### config.mk
export PLATFORM = sky130hd
export DESIGN_NAME = serial_adder_core
export DESIGN_NICKNAME = d
export VERILOG_FILES = /design/src/rtl/serial_adder_core.sv
export SDC_FILE = /design/constraint.sdc
export NUM_CORES = 1
export LEC_CHECK = 0
export ABC_AREA = 1
export CORE_AREA = 2 2 39 41
export DETAILED_ROUTE_END_ITERATION = 6
export DIE_AREA = 0 0 41 43
export PLACE_DENSITY = 0.35
export SLEW_MARGIN = 0
export SYNTH_ARGS = -nofsm -noshare
export SYNTH_HDL_FRONTEND = slang
export SYNTH_SLANG_ARGS = --single-unit
### constraint.sdc
create_clock -name clk -period 2.2 [get_ports clk]
set_input_delay 0.33 -clock clk [delete_from_list [all_inputs] [get_ports clk]]
set_output_delay 0.33 -clock clk [all_outputs]
set_load 0.1 [all_outputs]
### src/rtl/serial_adder_core.sv
// Bit-serial LSB-first adder; a stored carry links consecutive bit positions of a word.
// Latency: 1 cycle when OUT_REG=1, 0 cycles (combinational outputs) when OUT_REG=0.
// Backpressure: none; one bit is consumed on every clk rise while reset is low.
module serial_adder_core #(
    parameter bit OUT_REG = 1'b1
) (
    input  logic clk,
    input  logic reset,
    input  logic a,
    input  logic b,
    input  logic cin,
    output logic s,
    output logic cout
);

    // ST_FIRST means the next sampled bit is bit 0 of a new word.
    typedef enum logic {
        ST_FIRST = 1'b0,
        ST_RUN   = 1'b1
    } state_e;

    state_e state_q, state_d;
    logic   carry_q, carry_d;
    logic   ec;
    logic   sm;
    logic   co;

    always_ff @(posedge clk or posedge reset) begin
        if (reset) begin
            state_q <= ST_FIRST;
            carry_q <= 1'b0;
        end else begin
            state_q <= state_d;
            carry_q <= carry_d;
        end
    end

    always_comb begin
        state_d = ST_RUN;
        ec      = (state_q == ST_FIRST) ? cin : carry_q;
        sm      = a ^ b ^ ec;
        co      = (a & b) | (a & ec) | (b & ec);
        carry_d = co;
    end

    generate
        if (OUT_REG) begin : g_out_reg
            logic s_q;
            logic cout_q;

            always_ff @(posedge clk or posedge reset) begin
                if (reset) begin
                    s_q    <= 1'b0;
                    cout_q <= 1'b0;
                end else begin
                    s_q    <= sm;
                    cout_q <= co;
                end
            end

            assign s    = s_q;
            assign cout = cout_q;
        end else begin : g_out_comb
            // Forced low during reset so both variants present cleared outputs.
            assign s    = sm & ~reset;
            assign cout = co & ~reset;
        end
    endgenerate

endmodule

==> impl_metrics.toml <==
[run_status]
status = "finished clean"

[worst_setup_path]
worst-path-max-fanout = 1
cp.required_ps = 2300
path_delay_family = "buffers and inverters"
crit_path_cell_trace = "clkdlybuf4s50_1 > nand2_1 > nand2_1 > fa_1"
arrival_ps = 1300
cpPeakStageDelay_ps = 450
crit_start = "cin"
path_depth = 4
crit_slowest_cell = "clkdlybuf4s50_1"
path_class = "in -> reg"
reg2reg_to = "s$_DFF_PP0_"
worstSetupEndpointType = "flip-flop"
critPathBufInv = 1
rrSetupSlack_ps = 1130
r2r_start = "state_q$_DFF_PP0_"
critPathCapture = "s$_DFF_PP0_"
critPathMostFrequentCell = "nand2_1"
startpoint_type = "input port"
r2r_cells = 4

[timing]
max_freq_ghz = 0.829
finalSetupViolations = 0
period_share_pct = 54.8
final-max-slew-violation-count = 0
tns_ps = 0
fin_crit_ps = 1210
finalHoldViolations = 0
hold_ws_ps = 273
clock_skew_ps = 1.86
rsz0062_at_grt = "no"
fin_ws_ps = 994

[floorplanning]
start_util_pct = 8.50
dieArea_um2 = 1760
core_um2 = 1380
row_count = 14
pin_count = 7
fp.dieW_um = 41
dieHeight_um = 43

[placement]
place_congestion = 0.526
placedCellCount = 32
io_buffer_count = 6
hpwlAfterDp_um = 183
place_ws_ps = 746

[clocking]
cts_max_level = 1
root_buffer = "clkbuf_4"
clk_latency_ps = 230
cts_hold_buf = 0
cts.sinks = 3
cts_setup_buffers = 0
cts_resized = 0
cts_tree = "done"
clk_pin_slew_worst_paths_ps = 40
cts.path.max_buffers = 2
cts_buffers = 3

[yosys]
yosys_warnings = 0
netlist_area_um2 = 118
ys_seq_area_share_pct = 63.8
synth.area.top_cells = "dfrtp_1 (64%), fa_1 (17%), nand2_1 (9.6%)"
ys_ff_latch = 3
yosys.area.top_type_share_pct = 63.8
syn_nets = 16
yosysUniqueCellTypes = 5
postSynthAreaPerCell_um2 = 11.8
synth.largest_area_cell = "dfrtp_1"
syn-instance-count = 10

[job]
drv_cap = 0

[final_layout]
fin_nets = 27
drive_gt1_share_pct = 25.0
diodes = 0
final_common_cell = "clkdlybuf4s50_1"
final_cell_mix = "clkdlybuf4s50_1 (4), nand2_1 (3), dfrtp_1 (3), clkbuf_4 (3)"
syn_to_final_growth_pct = 86.2
instances_no_fill = 36
nFillCells = 155

[drt]
via_count = 98
drt_wl_total_um = 223
ant_nets = 0
drc = 0
first_pass_iters = 4
vias_per_cell = 2.72
drt_iter0_drc = 2
wire_per_inst_um = 6.19

[power]
power_density_nw_per_um2 = 1030
internal_power_mw = 0.146
switching_share_pct = 35.3
p_leak_nw = 0.106
pwr-share-seq_pct = 28.4
pwr-share-comb_pct = 28.6
power_switching_mw = 0.0793
ir_drop_mv = 0.381
power_frac_clock_pct = 43.0

[grt]
grt_max_degree = 4
first_global_vias = 105
grt_usage_pct = 3.63
antenna_found_initial = 0
grt_pass1_wl_um = 379
grt-ovfl-total = 0

[worst_hold_path]
min_path_type = "in -> async"
==> routing by layer <==
layer  GRT usage (%)  vias to the layer above  part of all wire, %
li1                -                       47                    -
met1            4.58                       42                   48
met2            2.81                        9                   27
met3            6.81                        0                   25
met4               0                        0                    0
met5               0                        -                    0
==> state kept, by name, summed over array words and instances, names as in the netlist <==
name     count
carry_q      1
state_q      1
s            1
==> power groups by stage <==
| stage | registers (mW) | logic, mW | clock network [mW] |
|---|---|---|---|
| after floorplan | 0.104 | 0.00528 | 0 |
| after global placement | 0.0647 | 0.0635 | 0 |
| after detailed placement | 0.0648 | 0.0650 | 0 |
| after CTS | 0.0640 | 0.0650 | 0.102 |
| after global routing | 0.0644 | 0.0674 | 0.108 |
| final | 0.0639 | 0.0642 | 0.0968 |
==> final cells by class <==
cell class / count / area [um^2] / share of cell area [%]
inverters: 2 / 7.51 / 3.43
flip-flops and latches: 3 / 75.1 / 34.3
multi-input cells: 5 / 35.0 / 16.0
clock buffers: 4 / 26.3 / 12.0
well taps: 16 / 20.0 / 9.14
repair buffers: 6 / 55.1 / 25.1
==> through the flow <==
stage               util [%]  total power [mW]  cell area [um^2]
floorplan                  -             0.110               118
global placement        13.9             0.128               193
detailed placement      13.9             0.130               193
CTS                     15.8             0.231               219
global route            15.8             0.240               219
finish                  15.8             0.225               219
==> how the worst min path moves through the flow <==
stage               start                 to  cells past startpoint
floorplan           reset  carry_q$_DFF_PP0_                      1
finish              reset  carry_q$_DFF_PP0_                      2
CTS                 reset  carry_q$_DFF_PP0_                      2
detailed placement  reset        s$_DFF_PP0_                      2
global route        reset  carry_q$_DFF_PP0_                      2
global placement    reset        s$_DFF_PP0_                      2
==> cell usage after synthesis <==
cell,count
dfrtp_1,3
nand2_1,3
inv_1,2
conb_1,1
fa_1,1
==> kinds of logic after synthesis <==
| logic type | share of synthesized area [%] |
|---|---|
| fa+ha+maj | 17.0 |
| buf+inv | 6.39 |
| flops | 63.8 |
| other cells | 3.19 |
| simple gates | 9.57 |
(Power assumes the default switching activity.)
